<file path="config.mk">
export PLATFORM = sky130hd
export DESIGN_NAME = gray_conv_sched
export DESIGN_NICKNAME = d
export VERILOG_FILES = /design/src/rtl/gray_conv_sched.sv
export SDC_FILE = /design/constraint.sdc
export NUM_CORES = 1
export LEC_CHECK = 0
export CAP_MARGIN = 25
export CORE_MARGIN = 2
export CORE_UTILIZATION = 33
export CTS_CLUSTER_SIZE = 10
export DETAILED_ROUTE_END_ITERATION = 7
export PLACE_DENSITY = 0.82
export SYNTH_ARGS = -nofsm -noshare
export SYNTH_HDL_FRONTEND = slang
export SYNTH_SLANG_ARGS = --single-unit
</file>
<file path="constraint.sdc">
create_clock -name clk_i -period 2.3 [get_ports clk_i]
set_clock_uncertainty 0.15 [all_clocks]
set_input_delay 0.345 -clock clk_i [delete_from_list [all_inputs] [get_ports clk_i]]
set_output_delay 0.345 -clock clk_i [all_outputs]
set_load 0.005 [all_outputs]
</file>
<file path="src/rtl/gray_conv_sched.sv">
// gray_conv_sched: round-robin scheduler in front of one shared binary/Gray
// conversion datapath. One pending request is granted per cycle. Its operand
// is converted and then held in a registered valid/ready output slot, tagged
// with the ID of the requester that owns it.
//
// Build option: define GRAY_SCHED_G2B_EN to honour dir_i for each requester.
// With GRAY_SCHED_G2B_EN defined, both conversion directions are built.
// Without it, every request is converted binary->Gray and no Gray->binary
// logic exists.
//
// Output slot control states:
//   state | meaning
//   EMPTY | no result held, dout_valid_o low
//   FULL  | result held in dout_o/dout_id_o, waiting for dout_ready_i
module gray_conv_sched #(
  parameter int NREQ  = 4,
  parameter int WIDTH = 4,
  parameter int IDW   = $clog2(NREQ)
) (
  input  logic                  clk_i,
  input  logic                  rst_i,
  input  logic [NREQ-1:0]       req_i,
  input  logic [NREQ*WIDTH-1:0] din_i,
  input  logic [NREQ-1:0]       dir_i,
  output logic [NREQ-1:0]       gnt_o,
  output logic [WIDTH-1:0]      dout_o,
  output logic [IDW-1:0]        dout_id_o,
  output logic                  dout_valid_o,
  input  logic                  dout_ready_i,
  output logic                  busy_o
);

  typedef enum logic {EMPTY, FULL} state_t;

  state_t           state_q, state_d;
  logic [WIDTH-1:0] dout_q, dout_d;
  logic [IDW-1:0]   id_q, id_d;
  logic [IDW-1:0]   ptr_q, ptr_d;

  logic             can_accept;
  logic             found;
  logic             grant_valid;
  logic [IDW-1:0]   cand;
  logic [IDW-1:0]   win_idx;
  logic [WIDTH-1:0] op;
  logic             op_dir;
  logic [WIDTH-1:0] result;

  function automatic logic [WIDTH-1:0] bin2gray(input logic [WIDTH-1:0] b);
    return b ^ (b >> 1);
  endfunction

`ifdef GRAY_SCHED_G2B_EN
  // Prefix XOR running down from the MSB.
  function automatic logic [WIDTH-1:0] gray2bin(input logic [WIDTH-1:0] g);
    logic [WIDTH-1:0] b;
    b = '0;
    b[WIDTH-1] = g[WIDTH-1];
    for (int k = WIDTH - 2; k >= 0; k--) begin
      b[k] = b[k+1] ^ g[k];
    end
    return b;
  endfunction
`endif

  // The slot can take a new result if it is empty or is drained in this same cycle.
  assign dout_valid_o = (state_q == FULL);
  assign can_accept   = !dout_valid_o || dout_ready_i;

  // Rotating-priority search for the first requester, starting at ptr_q.
  always_comb begin
    found   = 1'b0;
    win_idx = '0;
    cand    = '0;
    for (int k = 0; k < NREQ; k++) begin
      cand = IDW'((int'(ptr_q) + k) % NREQ);
      if (!found && req_i[cand]) begin
        found   = 1'b1;
        win_idx = cand;
      end
    end
  end

  assign grant_valid = found && can_accept && !rst_i;
  assign gnt_o       = grant_valid ? (NREQ'(1) << win_idx) : '0;

  // Select the operand and direction of the winning requester.
  always_comb begin
    op     = '0;
    op_dir = 1'b0;
    for (int k = 0; k < NREQ; k++) begin
      if (IDW'(k) == win_idx) begin
        op     = din_i[k*WIDTH +: WIDTH];
        op_dir = dir_i[k];
      end
    end
  end

`ifdef GRAY_SCHED_G2B_EN
  assign result = op_dir ? gray2bin(op) : bin2gray(op);
`else
  // The direction input has no effect when only binary->Gray is built.
  logic unused_dir;
  assign unused_dir = op_dir ^ (^dir_i);
  assign result     = bin2gray(op);
`endif

  // Next-state logic for the output slot, the result registers and the round-robin pointer.
  always_comb begin
    state_d = state_q;
    dout_d  = dout_q;
    id_d    = id_q;
    ptr_d   = ptr_q;

    case (state_q)
      EMPTY: begin
        if (grant_valid) state_d = FULL;
      end
      FULL: begin
        if (grant_valid)       state_d = FULL;
        else if (dout_ready_i) state_d = EMPTY;
      end
      default: state_d = EMPTY;
    endcase

    if (grant_valid) begin
      dout_d = result;
      id_d   = win_idx;
      ptr_d  = (win_idx == IDW'(NREQ - 1)) ? '0 : win_idx + IDW'(1);
    end
  end

  // State and data registers. Reset discards any pending result.
  always_ff @(posedge clk_i) begin
    if (rst_i) begin
      state_q <= EMPTY;
      dout_q  <= '0;
      id_q    <= '0;
      ptr_q   <= '0;
    end else begin
      state_q <= state_d;
      dout_q  <= dout_d;
      id_q    <= id_d;
      ptr_q   <= ptr_d;
    end
  end

  assign dout_o    = dout_q;
  assign dout_id_o = id_q;
  assign busy_o    = !rst_i && (dout_valid_o || (|req_i));

  // At most one grant can be active in any cycle.
  a_gnt_onehot : assert property (@(posedge clk_i) $onehot0(gnt_o));

  // A stalled result holds steady until it is consumed.
  a_stall_hold : assert property (@(posedge clk_i) disable iff (rst_i)
    (dout_valid_o && !dout_ready_i) |=>
      (dout_valid_o && $stable(dout_o) && $stable(dout_id_o)));

endmodule

</file>
==> results.json, run 1 <==
{
  "outcome": "finished with violations",
  "failed_checks": "negative setup slack",
  "wl_per_cell_um": 14.5,
  "die_h_um": 49.3,
  "slowest_stage": "dfxtp_4",
  "routed_via_density": 5.03,
  "clkSinkCount": 9,
  "cp_data_required_time_ns": 1.80,
  "ys_ff_latch": 9,
  "fill_cells": 133,
  "gp_congestion": 0.794,
  "ys_warn_count": 0,
  "syn_nets": 113,
  "setup_ws_ns": -0.130,
  "cts_tree": "built",
  "hold_slack_ns": 0.314,
  "vdd_drop_max_v": 0.000441,
  "dr.pass1.iters": 4,
  "syn_avg_cell_area_um2": 8.24,
  "syn_area_um2": 676,
  "fin_cells": 175,
  "min_period_ns": 2.43,
  "min_path_cells": 2,
  "cp_max_fo": 6,
  "p_leak_nw": 0.583,
  "dp_slack_ns": -0.624,
  "io_buffer_count": 34,
  "hold_violations": 0,
  "dp_hpwl_um": 1640,
  "insertion_delay_ns": 0.27,
  "grt_max_degree": 13,
  "die_x_um": 49.3,
  "power_mw": 1.09,
  "drt_first_iter_violations": 9,
  "fmax_ghz": 0.412,
  "power_density_mw_per_mm2": 787,
  "num_antenna_cells": 0,
  "grt-ovfl-total": 0,
  "grt_pass1_vias": 893,
  "syn_to_final_growth_pct": 105,
  "startpoint_type": "register",
  "clock-root-buffer": "clkbuf_4",
  "drc": 0,
  "mostFrequentLayoutCell": "buf_4",
  "grt_pass1_wl_um": 3830,
  "slowest_delay_ns": 0.38,
  "max-cap-violations": 0,
  "htreeDepth": 1,
  "start_util_pct": 34.8,
  "synth_mux_area_share_pct": 1.48,
  "drive_above_1_share_pct": 40.5,
  "wl_um": 2530,
  "finalCritPeriodShare_pct": 106,
  "dieArea_mm2": 0.00243,
  "synth-xor-area-share_pct": 3.89,
  "track_usage_pct": 20.4,
  "setup_viol": 5,
  "synth_top_family_by_area": "simple AND/OR/NAND/NOR gates",
  "placed_area_mm2": 0.00117,
  "critPathArrivalTime_ns": 1.93,
  "antenna_found_initial": 0,
  "crit_type": "register to primary output",
  "tightest_slew_ns": 0.303,
  "design_area_mm2": 0.00138,
  "cts.clk_slew.worst_paths_ns": 0.07,
  "synth-simple-area-share_pct": 30.7,
  "synthAdderAreaFrac_pct": 7.41,
  "pin_count": 39,
  "row_count": 16,
  "ant_nets": 0,
  "layout_common_cells": "27 x buf_4, 25 x clkdlybuf4s50_1, 7 x nand2_1, 7 x dfxtp_1",
  "final.setup.tns_ns": -0.473,
  "crit_path_end_kind": "primary output",
  "nets": 180,
  "finish.utilization_pct": 71.3,
  "core_mm2": 0.00194,
  "ys_types": 29,
  "vias": 880,
  "drv_slew": 0,
  "crit_chain": "a21oi_2 > o21a_1 > o22ai_1 > buf_4 > inv_1 > ha_4 > and2_1 > dlygate4sd2_1",
  "ctsHoldBuffers": 0,
  "hold_class": "register to register",
  "rsz0062_at_grt": "true",
  "ys_seq_area_share_pct": 26.7,
  "cts_inserted_buffers": 3,
  "synth_compound_area_share_pct": 24.8,
  "relSlewSlack_pct": 79.7,
  "r2r.worst_path.cells": 12,
  "clockBufferDepth": 2,
  "dp.cells": 158,
  "synthCells": 82
}
==> kinds of logic (layout without fill, tap and decap cells) <==
| group | after synthesis | count (layout) |
|---|---|---|
| simple gates | 33 | 33 |
| fa+ha+maj | 4 | 4 |
| mux | 1 | 1 |
| compound gates | 24 | 24 |
| buf+inv | 8 | 74 |
| xor+xnor | 3 | 3 |
| flops | 9 | 9 |
==> final timing paths <==
path                                           startpoint                        end  slack (ns)
worst max-delay path                ptr_q[1]$_SDFFE_PP0P_                   gnt_o[2]       -0.13
worst min-delay path            dout_id_o[0]$_SDFFE_PP0P_  dout_id_o[0]$_SDFFE_PP0P_        0.31
worst max register to register      ptr_q[1]$_SDFFE_PP0P_     dout_o[1]$_SDFFE_PP0P_       -0.11
worst min register to register  dout_id_o[0]$_SDFFE_PP0P_  dout_id_o[0]$_SDFFE_PP0P_        0.31
==> final cells by class <==
cell class              instances  area [µm²]  share of cell area, %
repair buffers                 64         568                   41.0
multi-input cells              65         546                   39.4
flip-flops and latches          9         185                   13.4
well taps                      27        33.8                   2.44
clock buffers                   4        26.3                   1.90
inverters                       6        25.0                   1.81
==> cell usage after synthesis (all sizes together) <==
| cell | n | area [µm²] |
|---|---|---|
| o21ai | 5 | 28.8 |
| nor3 | 2 | 15.0 |
| nor2b | 2 | 15.0 |
| or3 | 2 | 17.5 |
| inv | 6 | 22.5 |
| o22ai | 4 | 25.0 |
| buf | 1 | 7.51 |
| a22oi | 4 | 35.0 |
| nand2b | 4 | 25.0 |
| clkbuf | 1 | 3.75 |
| mux2i | 1 | 10.0 |
| dfxtp | 9 | 180 |
| nor2 | 6 | 22.5 |
| nor4 | 1 | 21.3 |
| ha | 4 | 50.1 |
| o21a | 1 | 7.51 |
| nand3b | 5 | 37.5 |
| and2 | 3 | 20.0 |
| a21oi | 9 | 45.0 |
| a221oi | 1 | 26.3 |
| xnor2 | 3 | 26.3 |
| nand2 | 7 | 26.3 |
| nor3b | 1 | 7.51 |
==> timing repair <==
item | in CTS | in global routing
setup buffers | 10 | 3
endpoints found under the setup margin | 9 | 9
gates resized for setup | 26 | 18
pin swaps | 5 | 9
==> routing by layer <==
| metal | vias up | GRT usage [%] | wire length [µm] |
|---|---|---|---|
| met4 | 0 | 17.1 | 85 |
| met3 | 9 | 4.29 | 157 |
| met1 | 413 | 20.2 | 950 |
| met2 | 37 | 36.0 | 1340 |
| met5 | - | 0 | 0 |
| li1 | 421 | - | - |
==> registers in the layout, summed over array words and instances, names as in the netlist <==
signal and flops:
dout_id_o 2, dout_o 4, dout_valid_o 1, ptr_q 2
==> critical path: cells and delay by family (launching register included) <==
| family | cells | cell delay [ns] |
|---|---|---|
| flip-flops | 1 | 0.38 |
| AO/OA/AOI/OAI | 3 | 0.42 |
| AND/OR/NAND/NOR | 1 | 0.14 |
| buffers and inverters | 3 | 0.54 |
| adder cells (fa/ha/maj) | 1 | 0.19 |
==> where the power goes <==
| part | leakage (nW) | internal [mW] | switching, mW | total, mW |
|---|---|---|---|---|
| clock network | 0.0150 | 0.0671 | 0.0601 | 0.127 |
| registers | 0.0756 | 0.205 | 0.0334 | 0.239 |
| logic | 0.492 | 0.418 | 0.305 | 0.724 |
| total | 0.583 | 0.691 | 0.399 | 1.09 |
No activity file was read; power rests on OpenSTA's default activity.
==> run 2, diff against run 1 <==
Settings changed: CORE_AREA set to 2 2 39 41, CORE_MARGIN 2 to unset, CORE_UTILIZATION 33 to unset, DIE_AREA set to 0 0 41 43, DONT_BUFFER_PORTS set to 1, PLACE_DENSITY 0.82 to 0.76.
==> run 2 against run 1 <==
  * The run now ends clean
  * Final cell count is 38% lower
  * Sequential share of layout area up 8.6 points
  * Routed wire length shrank 41%
  * Largest cell class is now multi-input gates
  * First-iteration DRC count down 56%
  * Cell area down 39%
  * Via count down 28%
  * Highest routed layer is now met3
  * Non-clock buffer count decreased by 55
  * Global-route usage down 1.5 points
  * Worst setup slack improved by 0.17 ns
  * Count of clock-buffer cells in the layout is the same
  * Maximum frequency is 7.7% higher
==> results.json, run 2 (synthesized netlist as in run 1, its figures left out) <==
{
  "outcome": "completed",
  "rsz0062_at_grt": "true",
  "fill_cells": 133,
  "drc": 0,
  "clock-root-buffer": "clkbuf_4",
  "vdd_drop_max_v": 0.000452,
  "crit_path_end_kind": "primary output",
  "cp_data_required_time_ns": 1.80,
  "wl_per_cell_um": 13.8,
  "p_leak_nw": 0.321,
  "insertion_delay_ns": 0.26,
  "dp_hpwl_um": 1130,
  "dp.cells": 103,
  "finish.utilization_pct": 60.9,
  "io_buffer_count": 0,
  "final.setup.tns_ns": 0,
  "vias": 631,
  "hold_violations": 0,
  "placed_area_um2": 737,
  "largest_reg_flops": 4,
  "wl_um": 1500,
  "crit_type": "register to primary output",
  "fin_cells": 109,
  "gp_congestion": 0.707,
  "ant_nets": 0,
  "power_density_mw_per_mm2": 924,
  "dieArea_mm2": 0.00176,
  "grt_pass1_wl_um": 2330,
  "tightest_slew_ns": 0.395,
  "max-cap-violations": 0,
  "nets": 125,
  "num_antenna_cells": 0,
  "antenna_found_initial": 0,
  "finalCritPeriodShare_pct": 98.1,
  "start_util_pct": 48.8,
  "layout_common_cells": "7 x nand2_1, 7 x dfxtp_1, 7 x buf_4",
  "cp_max_fo": 5,
  "syn_to_final_growth_pct": 24.8,
  "track_usage_pct": 18.9,
  "drv_slew": 0,
  "setup_viol": 0,
  "grt-ovfl-total": 0,
  "cts.clk_slew.worst_paths_ns": 0.06,
  "pin_count": 39,
  "htreeDepth": 1,
  "relSlewSlack_pct": 73.5,
  "grt_max_degree": 14,
  "die_h_um": 43,
  "die_x_um": 41,
  "row_count": 14,
  "drive_above_1_share_pct": 33.3,
  "core_mm2": 0.00138,
  "clkSinkCount": 9,
  "design_area_um2": 843,
  "startpoint_type": "register",
  "critPathArrivalTime_ns": 1.76,
  "drt_first_iter_violations": 4,
  "fmax_ghz": 0.443,
  "cts_inserted_buffers": 3,
  "cts_tree": "built",
  "min_period_ns": 2.26,
  "grt_pass1_vias": 578,
  "dr.pass1.iters": 3,
  "clockBufferDepth": 2,
  "hold_class": "input pin to register",
  "routed_via_density": 5.79
}
[run 2: cell count changes in the layout (fill, tap and decap cells not counted), sizes merged]
cell and change:
dlygate4sd3 +1, buf -23, dlygate4sd2 -3, clkdlybuf4s50 -25, clkbuf -1, dlymetal6s2s -1, clkdlybuf4s15 -3
[run 2: metal layers]
metal  track usage [%]  wire length, µm
met2              30.0              777
met4              8.00                0
met3              6.28              121
met1              22.0              605
met5                 0                0
[run 2: critical path, stage by stage (launching register included)]
cell and delay [ns]:
dfxtp_4 0.37, mux2i_1 0.19, nor2_1 0.07, nor3_2 0.20, nand2b_1 0.14, inv_2 0.11, ha_4 0.19, inv_4 0.05
buf_6 0.11, nor2_4 0.09
[run 2: path summary, 6_finish.rpt]
| kind | end | start | depth (start not counted) | slack (ns) |
|---|---|---|---|---|
| hold reg to reg | dout_id_o[0]$_SDFFE_PP0P_ | dout_id_o[0]$_SDFFE_PP0P_ | 2 | 0.33 |
| hold / removal | ptr_q[0]$_SDFFE_PP0P_ | rst_i | 2 | 0.11 |
| setup / recovery | gnt_o[3] | ptr_q[1]$_SDFFE_PP0P_ | 9 | 0.04 |
| setup reg to reg | dout_o[0]$_SDFFE_PP0P_ | ptr_q[1]$_SDFFE_PP0P_ | 10 | 0.07 |
[run 2: power breakdown]
part / total (mW) / leakage (nW) / switching (mW) / internal, mW
Sequential: 0.241 / 0.0756 / 0.0357 / 0.206
Combinational: 0.420 / 0.231 / 0.205 / 0.215
Clock: 0.118 / 0.0150 / 0.0517 / 0.0666
[run 2: repair_timing]
action / 4_1_cts / 5_1_grt
pin swaps: 1 / 3
hold buffers: 1 / 0
setup endpoints to repair: 6 / 6
gates resized for setup: 7 / 12
hold endpoints to repair: 3 / 0
setup buffers: 0 / 1
[run 2: through the flow]
step	power, mW	setup slack, ns	hold slack, ns
2_1_floorplan	0.506	0.0620	0.303
3_3_place_gp	0.582	-0.0627	0.266
3_5_place_dp	0.588	-0.0737	0.268
4_1_cts	0.737	0.00836	0.0981
5_1_grt	0.844	-0.0568	0.0970
6_report	0.779	0.0443	0.106
[run 2: cell type report]
type | instances | area (µm²) | share of cell area (%)
Inverter | 6 | 25.0 | 2.97
Sequential cell | 9 | 185 | 22.0
Tap cell | 16 | 20.0 | 2.37
Clock buffer | 4 | 26.3 | 3.12
Timing Repair Buffer | 9 | 73.8 | 8.75
Multi-Input combinational cell | 65 | 513 | 60.8
==> run 3, diff against run 2 <==
Settings changed: SLEW_MARGIN set to 30.
==> results of run 3 <==
No change in the layout: final DEF, timing and power equal those of run 2.
